[src/rtl/pc_sequencer.sv]
// pc_sequencer: fetch-stage instruction pointer with sequential, jump, relative
// branch and call/return redirects backed by a small return-address stack.
module pc_sequencer #(
  parameter int unsigned ADDR_W      = 10,
  parameter int unsigned OFS_W       = 6,
  parameter int unsigned STACK_DEPTH = 4,
  parameter int unsigned RESET_ADDR  = 0
) (
  input  logic                                   Clock,
  input  logic                                   Reset,
  input  logic                                   iStall,
  input  logic                                   iJump,
  input  logic                                   iCall,
  input  logic                                   iRet,
  input  logic                                   iBranchTaken,
  input  logic [ADDR_W-1:0]                      iTarget,
  input  logic [OFS_W-1:0]                       iOffset,
  output logic [ADDR_W-1:0]                      oIP,
  output logic [$clog2(STACK_DEPTH+1)-1:0]       oDepth,
  output logic                                   oStackFull,
  output logic                                   oStackEmpty,
  output logic                                   oOverflow,
  output logic                                   oUnderflow
);

  localparam int unsigned DEPTH_W = $clog2(STACK_DEPTH + 1);
  localparam int unsigned PTR_W   = (STACK_DEPTH > 1) ? $clog2(STACK_DEPTH) : 1;

  logic [ADDR_W-1:0]  ip_q, ip_d;
  logic [DEPTH_W-1:0] depth_q, depth_d;
  logic               ovf_q, ovf_d;
  logic               unf_q, unf_d;
  logic [ADDR_W-1:0]  stack_q [STACK_DEPTH];
  logic [ADDR_W-1:0]  stack_d [STACK_DEPTH];

  logic [ADDR_W-1:0]  ip_plus1;
  logic [ADDR_W-1:0]  ofs_sext;
  logic [PTR_W-1:0]   push_ptr;
  logic [PTR_W-1:0]   pop_ptr;
  logic               full;
  logic               empty;

  // Stack occupancy and pointer helpers; top of stack lives at depth-1.
  always_comb begin
    full     = (depth_q == DEPTH_W'(STACK_DEPTH));
    empty    = (depth_q == DEPTH_W'(0));
    push_ptr = PTR_W'(depth_q);
    pop_ptr  = PTR_W'(depth_q - DEPTH_W'(1));
    ip_plus1 = ip_q + ADDR_W'(1);
    ofs_sext = ADDR_W'($signed(iOffset));
  end

  // Next-state selection: stall > ret > call > jump > branch > sequential.
  always_comb begin
    ip_d    = ip_plus1;
    depth_d = depth_q;
    ovf_d   = ovf_q;
    unf_d   = unf_q;
    stack_d = stack_q;

    if (iStall) begin
      ip_d = ip_q;
    end else if (iRet) begin
      if (empty) begin
        unf_d = 1'b1;
      end else begin
        ip_d    = stack_q[pop_ptr];
        depth_d = depth_q - DEPTH_W'(1);
      end
    end else if (iCall) begin
      ip_d = iTarget;
      if (full) begin
        ovf_d = 1'b1;
      end else begin
        stack_d[push_ptr] = ip_plus1;
        depth_d           = depth_q + DEPTH_W'(1);
      end
    end else if (iJump) begin
      ip_d = iTarget;
    end else if (iBranchTaken) begin
      ip_d = ip_q + ofs_sext;
    end
  end

  // Control state: synchronous reset restores IP, depth and sticky flags.
  always_ff @(posedge Clock) begin
    if (Reset) begin
      ip_q    <= ADDR_W'(RESET_ADDR);
      depth_q <= '0;
      ovf_q   <= 1'b0;
      unf_q   <= 1'b0;
    end else begin
      ip_q    <= ip_d;
      depth_q <= depth_d;
      ovf_q   <= ovf_d;
      unf_q   <= unf_d;
    end
  end

  // Stack storage is not cleared by reset, but reset blocks any write.
  always_ff @(posedge Clock) begin
    if (!Reset) begin
      stack_q <= stack_d;
    end
  end

  assign oIP         = ip_q;
  assign oDepth      = depth_q;
  assign oOverflow   = ovf_q;
  assign oUnderflow  = unf_q;
  assign oStackFull  = full;
  assign oStackEmpty = empty;

endmodule
[config.mk]
export PLATFORM = sky130hd
export DESIGN_NAME = pc_sequencer
export DESIGN_NICKNAME = d
export VERILOG_FILES = /design/src/rtl/pc_sequencer.sv
export SDC_FILE = /design/constraint.sdc
export NUM_CORES = 1
export LEC_CHECK = 0
export BUFFER_PORTS_ARGS = -buffer_cell sky130_fd_sc_hd__buf_2
export CAP_MARGIN = 20
export CORE_MARGIN = 2
export CORE_UTILIZATION = 53
export DETAILED_ROUTE_END_ITERATION = 8
export GPL_TIMING_DRIVEN = 1
export PLACE_DENSITY = 0.77
export RECOVER_POWER = 50
export SLEW_MARGIN = 15
export SYNTH_ARGS = -nofsm -noshare
export SYNTH_HDL_FRONTEND = slang
export SYNTH_SLANG_ARGS = --single-unit
[constraint.sdc]
create_clock -name Clock -period 2.6 [get_ports Clock]
set_input_delay 0.78 -clock Clock [delete_from_list [all_inputs] [get_ports Clock]]
set_output_delay 0.78 -clock Clock [all_outputs]
set_load 0.005 [all_outputs]
==> results.md, run 1 <==
- Initial antenna violation count: 0
- Nature of the critical path endpoint: flip-flop
- Clock sink total: 55
- Least-Margin Pin Slew: 0.6629 ns
- Insertion delay to the later sink of the worst-skew pair: 0.32 ns
- Num CTS Buffers: 5
- # diodes: 0
- Max_slew headroom: 0.5581
- Tcrit/Tclk final: 0.8987
- Static Leak: 0.001411 uW
- Placement Rows: 28
- Core box area: 0.005956 mm2
- VDD IR max: 0.0003732 V
- Metal2 WL: 3509 um
- Layout cells sized above 1: 0.2321
- Met3 WL: 493 um
- Grt total ovfl: 0
- Hold WS: 0.4792 ns
- Status: finished clean
- Syn nets: 330
- DR top layer: met4
- Mapped cell area: 0.003299 mm2
- Fin nets: 375
- Vias/cell: 6.202
- Hold Path Class: flip-flop to flip-flop
- DRC: 0
- Cells after synthesis: 290
- Die width: 82.90 um
- Met1 wire length: 3499 um
- GRT Resource Usage Total: 0.2261
- Fin. Hold Viols: 0
- Critical path class: input pin to flip-flop
- Cell count after placement: 403
- RSZ-0062 raised after global routing: false
- Finished Core Util: 0.6197
- CTS H-tree lvls: 2
- Area Growth Syn to Fin: 11.87%
- First-pass GRT wire length: 12330 um
- Routed Antenna Nets: 0
- Worst path cell trace: buf_2 > ha_1 > fa_1 > buf_4 > xnor2_1 > a211oi_1 > a2111oi_0 > a2111oi_2
- Count of cell types in the netlist: 66
- Die ar.: 0.006872 mm2
- DR WL/cell: 18.56 um
- Largest net degree at the start of global routing: 21
- Hold_buf cts: 0
- Fraction of registers with async set/reset: 0
- Startpoint class of the critical path: input pin
- Worst Path Max Fanout: 2
- CTS tree: done
- PD cells: 555.5 mW/mm2
- Number of global-route vias before repair: 2381
- Max Freq: 428.0 MHz
- Router iterations before antenna repair: 4
- Syn avg cell area: 11.38 um2
- Max Cap Viol: 0
- WL final: 7628 um
- Crit path arrival time: 2.53 ns
- Initial Utilization: 0.5540
- DR iter-0 viols: 230
- FF+latch count, synth: 55
- Post-DP HPWL: 5689 um
- Max clock buf depth: 2
- Port Buf Inserts: 39
- Period minus WS final: 2.337 ns
- Largest stage delay, worst path: 0.57 ns
- # IOs: 40
- Non-Filler Instances: 411
- Worst Clk Skew: 0.01141 ns
- Slowest-stage cell, CP: a2111oi_0
- Setup Viol. Count Final: 0
- YS warnings: 0
- GP Congestion: 0.8695
- DIE HEIGHT: 82.90 um
- CP required: 2.79 ns
- Clock transition at path regs: 0.11 ns
- Number of flops mapped to enable cells by yosys: 40
- Post-CTS sizing: 0
- Vias: 2549
- Post-CTS Setup Inserts: 0
- Primary FF master, synth: edfxtp_1
- Root buf cell: clkbuf_8
- Seq/Total Area, Yosys: 0.4551
- Final Max Slew Viols: 0
## cell usage after synthesis, drive strengths merged (3+ instances only)
cell,number,area share
a21oi,10,0.015
and2,8,0.015
nand2,14,0.016
a2111oi,3,0.0099
nand3,7,0.012
nor2,23,0.028
or2,3,0.0057
mux4,10,0.069
clkbuf,7,0.0080
o31ai,3,0.0068
nor2b,3,0.0057
edfxtp,40,0.36
o21bai,3,0.0068
o21ai,11,0.017
mux2i,5,0.015
o211ai,3,0.0068
buf,9,0.019
a31oi,5,0.0095
inv,11,0.013
nor3,7,0.012
a221oi,3,0.012
o22ai,3,0.0057
dfxtp,15,0.091
xnor2,9,0.024
xor2,3,0.0080
a21o,6,0.014
mux2,3,0.010
a211oi,12,0.030
ha,16,0.061
## through the flow
step	cell area (um2)	TNS, ns	total power [uW]	setup slack (ns)
floorplan	3299	0	1394	0.03350
global placement	3611	-0.02637	1541	-0.02637
detailed placement	3611	-0.08132	1554	-0.04302
CTS	3711	0	2072	0.2926
global route	3691	0	2155	0.1677
finish	3691	0	2051	0.2634
## flip-flops by register name (all words and copies together) (netlist names)
name / cells
stack_q: 40
oIP: 10
oDepth: 3
oOverflow: 1
oUnderflow: 1
## metal layers
metal	track usage	vias up
li1	-	1211
met1	0.3342	1241
met2	0.3504	83
met3	0.03380	14
met4	0.05961	0
met5	0	-
## cell type report
class / count / area, um2
clock buffers: 5 / 68.82
fillers: 515 / 2265
repair buffers: 54 / 295.3
flip-flops and latches: 55 / 1501
well taps: 75 / 93.84
inverters: 11 / 41.29
multi-input cells: 208 / 1659
clock inverters: 3 / 31.28
## logic make-up after synthesis
group / count (synthesis) / share of synthesized area
compound gates: 77 / 0.1733
xor+xnor: 12 / 0.03186
fa+ha+maj: 17 / 0.06674
buf+inv: 27 / 0.03982
flops: 55 / 0.4551
mux: 18 / 0.09480
simple gates: 84 / 0.1384
## final timing paths
check / slack, ns / endpoint / cells past startpoint / startpoint
max: 0.26 / oIP[2] / 8 / iOffset[0]
min: 0.48 / oOverflow / 2 / oOverflow
max reg2reg: 0.33 / oIP[4] / 7 / oDepth[1]
min reg2reg: 0.48 / oOverflow / 2 / oOverflow
## cells in the final DEF (no fill, tap or decap), drive strengths merged, types with 5 or more instances in the layout
master / synthesis / layout
a211oi: 12 / 12
a21o: 6 / 6
a21oi: 10 / 10
a31oi: 5 / 5
and2: 8 / 8
buf: 9 / 48
clkbuf: 7 / 11
dfxtp: 15 / 15
edfxtp: 40 / 40
ha: 16 / 16
inv: 11 / 13
mux2i: 5 / 5
mux4: 10 / 10
nand2: 14 / 14
nand3: 7 / 7
nor2: 23 / 23
nor3: 7 / 7
o21ai: 11 / 11
xnor2: 9 / 9
## critical path, delay by kind of cell
family          cells  cell delay (ns)
compound gates      3             0.76
xor+xnor            1             0.14
fa+ha+maj           2             0.60
buf+inv             2             0.26
## report_power, final
group	switching [uW]	leakage [uW]	internal [uW]
Combinational	291	0.000871	232
Clock	312	0.0000522	205
Sequential	33.5	0.000488	977
Total	637	0.00141	1410
Note: power is estimated with default switching activity, not from simulation.
==> inputs of run 2 (changes only) <==
Settings changed: CORE_MARGIN 2 to 4.
==> results.md, run 2 (synthesis gave the netlist of run 1 again) <==
- Status: finished clean
- Startpoint class of the critical path: input pin
- Routed Antenna Nets: 0 (unchanged)
- CP required: 2.85 ns (+0.06 ns)
- VDD IR max: 0.0004540 V (+22%)
- Max_slew headroom: 0.5058 (-0.05225)
- Worst Clk Skew: 0.01216 ns (+0.0007498 ns)
- Crit path arrival time: 2.59 ns (+0.06 ns)
- Sequential Area: 0.001501 mm2 (unchanged)
- Most frequent cells in the layout: 40 x edfxtp_1, 33 x buf_2, 22 x nor2_1, 16 x ha_1, 15 x dfxtp_1
- Root buf cell: clkbuf_8
- # IOs: 40 (unchanged)
- Post-place setup slack: -0.06496 ns (-0.02194 ns)
- Insertion delay to the later sink of the worst-skew pair: 0.31 ns (about the same)
- Layout cells sized above 1: 0.2285 (-0.003656)
- Post-CTS Setup Inserts: 0 (unchanged)
- DR WL/cell: 19.18 um (+3.3%)
- # diodes: 0 (unchanged)
- Max Cap Viol: 0 (unchanged)
- CTS H-tree lvls: 2 (unchanged)
- DIE HEIGHT: 86.90 um (+4.8%)
- Initial antenna violation count: 0 (unchanged)
- Most common cell after layout, fill and taps aside: edfxtp_1
- Clock transition at path regs: 0.11 ns (about the same)
- Core box area: 0.005991 mm2 (+0.59%)
- Final worst slack: 0.2563 ns (-0.007121 ns)
- Area Growth Syn to Fin: 13.46%
- Fin nets: 376 (+0.27%)
- DRC: 0 (unchanged)
- Hold Path Class: flip-flop to flip-flop
- Static Leak: 0.001417 uW (+0.47%)
- Grt total ovfl: 0 (unchanged)
- Largest net degree at the start of global routing: 21 (unchanged)
- Area of the multi-input gates: 0.001659 mm2 (unchanged)
- Hold WS: 0.4786 ns (-0.0005440 ns)
- PD cells: 547.4 mW/mm2 (-1.5%)
- GRT Resource Usage Total: 0.2202 (-0.005902)
- Port Buf Inserts: 39 (unchanged)
- Router iterations before antenna repair: 5 (+1)
- Vias/cell: 6.267 (+1.0%)
- Fin. Hold Viols: 0 (unchanged)
- Setup Viol. Count Final: 0 (unchanged)
- Largest register FFs: 40 (unchanged)
- Finished Core Util: 0.6249 (+0.005148)
- Worst Path Max Fanout: 4 (+2)
- Least-Margin Pin Slew: 0.7413 ns (+0.07838 ns)
- Largest Register: stack_q
- Period minus WS final: 2.344 ns (+0.007121 ns)
- Cell count after placement: 404 (+0.25%)
- Tcrit/Tclk final: 0.9014 (+0.002739)
- Vias: 2582 (+1.3%)
- Post-CTS sizing: 0 (unchanged)
- FF-to-FF setup slack: 0.39 ns (+0.06 ns)
- Critical path class: input pin to flip-flop
- Placement Rows: 28 (unchanged)
- Initial Utilization: 0.5508 (-0.003240)
- Num CTS Buffers: 5 (unchanged)
- PnR Total Power: 2049 uW (about the same)
- Max clock buf depth: 2 (unchanged)
- Number of global-route vias before repair: 2448 (+2.8%)
- Hold_buf cts: 0 (unchanged)
- Die ar.: 0.007552 mm2 (+9.9%)
- Clock sink total: 55 (unchanged)
- GP Congestion: 0.8917 (+2.6%)
- DR iter-0 viols: 185 (-20%)
- FILL cells: 468 (-9.1%)
- Nature of the critical path endpoint: flip-flop
- First-pass GRT wire length: 12820 um (+4.0%)
- CTS tree: done
- Die width: 86.90 um (+4.8%)
- Max Freq: 426.7 MHz (-0.30%)
- Final Max Slew Viols: 0 (unchanged)
- WL final: 7902 um (+3.6%)
- Non-Filler Instances: 412 (+0.24%)
- Post-DP HPWL: 5863 um (+3.0%)
- RSZ-0062 raised after global routing: false
-- run 2: worst max-delay path: stages --
cell	delay, ns
buf_2	0.10
ha_1	0.21
fa_1	0.39
a211oi_1	0.24
buf_4	0.16
o21ai_0	0.08
nor4b_1	0.16
a311o_1	0.30
a211oi_2	0.17
-- run 2: area by class of cell --
type,instances,area share
multi-input combinational,208,0.4432
sequential,55,0.4011
timing repair buffer,55,0.09358
tap,75,0.02507
clock buffer,5,0.01838
inverter,11,0.01103
clock inverter,3,0.007687
-- run 2: routing by layer --
metal  vias up  track usage  part of all wire
met5         -            0                 0
li1       1220            -                 -
met4         0      0.06091             0.017
met2       114       0.3444              0.46
met3        14      0.03879             0.077
met1      1234       0.3156              0.45
-- run 2: where the power goes --
| group | leakage, uW | internal (uW) | total (uW) | switching, uW |
|---|---|---|---|---|
| clock network | 0.0000511 | 204 | 510 | 306 |
| registers | 0.000488 | 977 | 1010 | 33.2 |
| logic | 0.000878 | 235 | 529 | 294 |
-- run 2: path summary, 6_finish.rpt --
check | from | end | cells past startpoint
hold / removal | oOverflow | oOverflow | 2
setup reg to reg | oIP[0] | oIP[6] | 8
hold reg to reg | oOverflow | oOverflow | 2
setup / recovery | iOffset[0] | oIP[6] | 9
-- run 2: through the flow --
step / instance area (um2) / TNS [ns]
floorplan: 3299 / 0
global placement: 3669 / -0.03467
detailed placement: 3669 / -0.1024
CTS: 3766 / 0
global route: 3744 / 0
finish: 3744 / 0
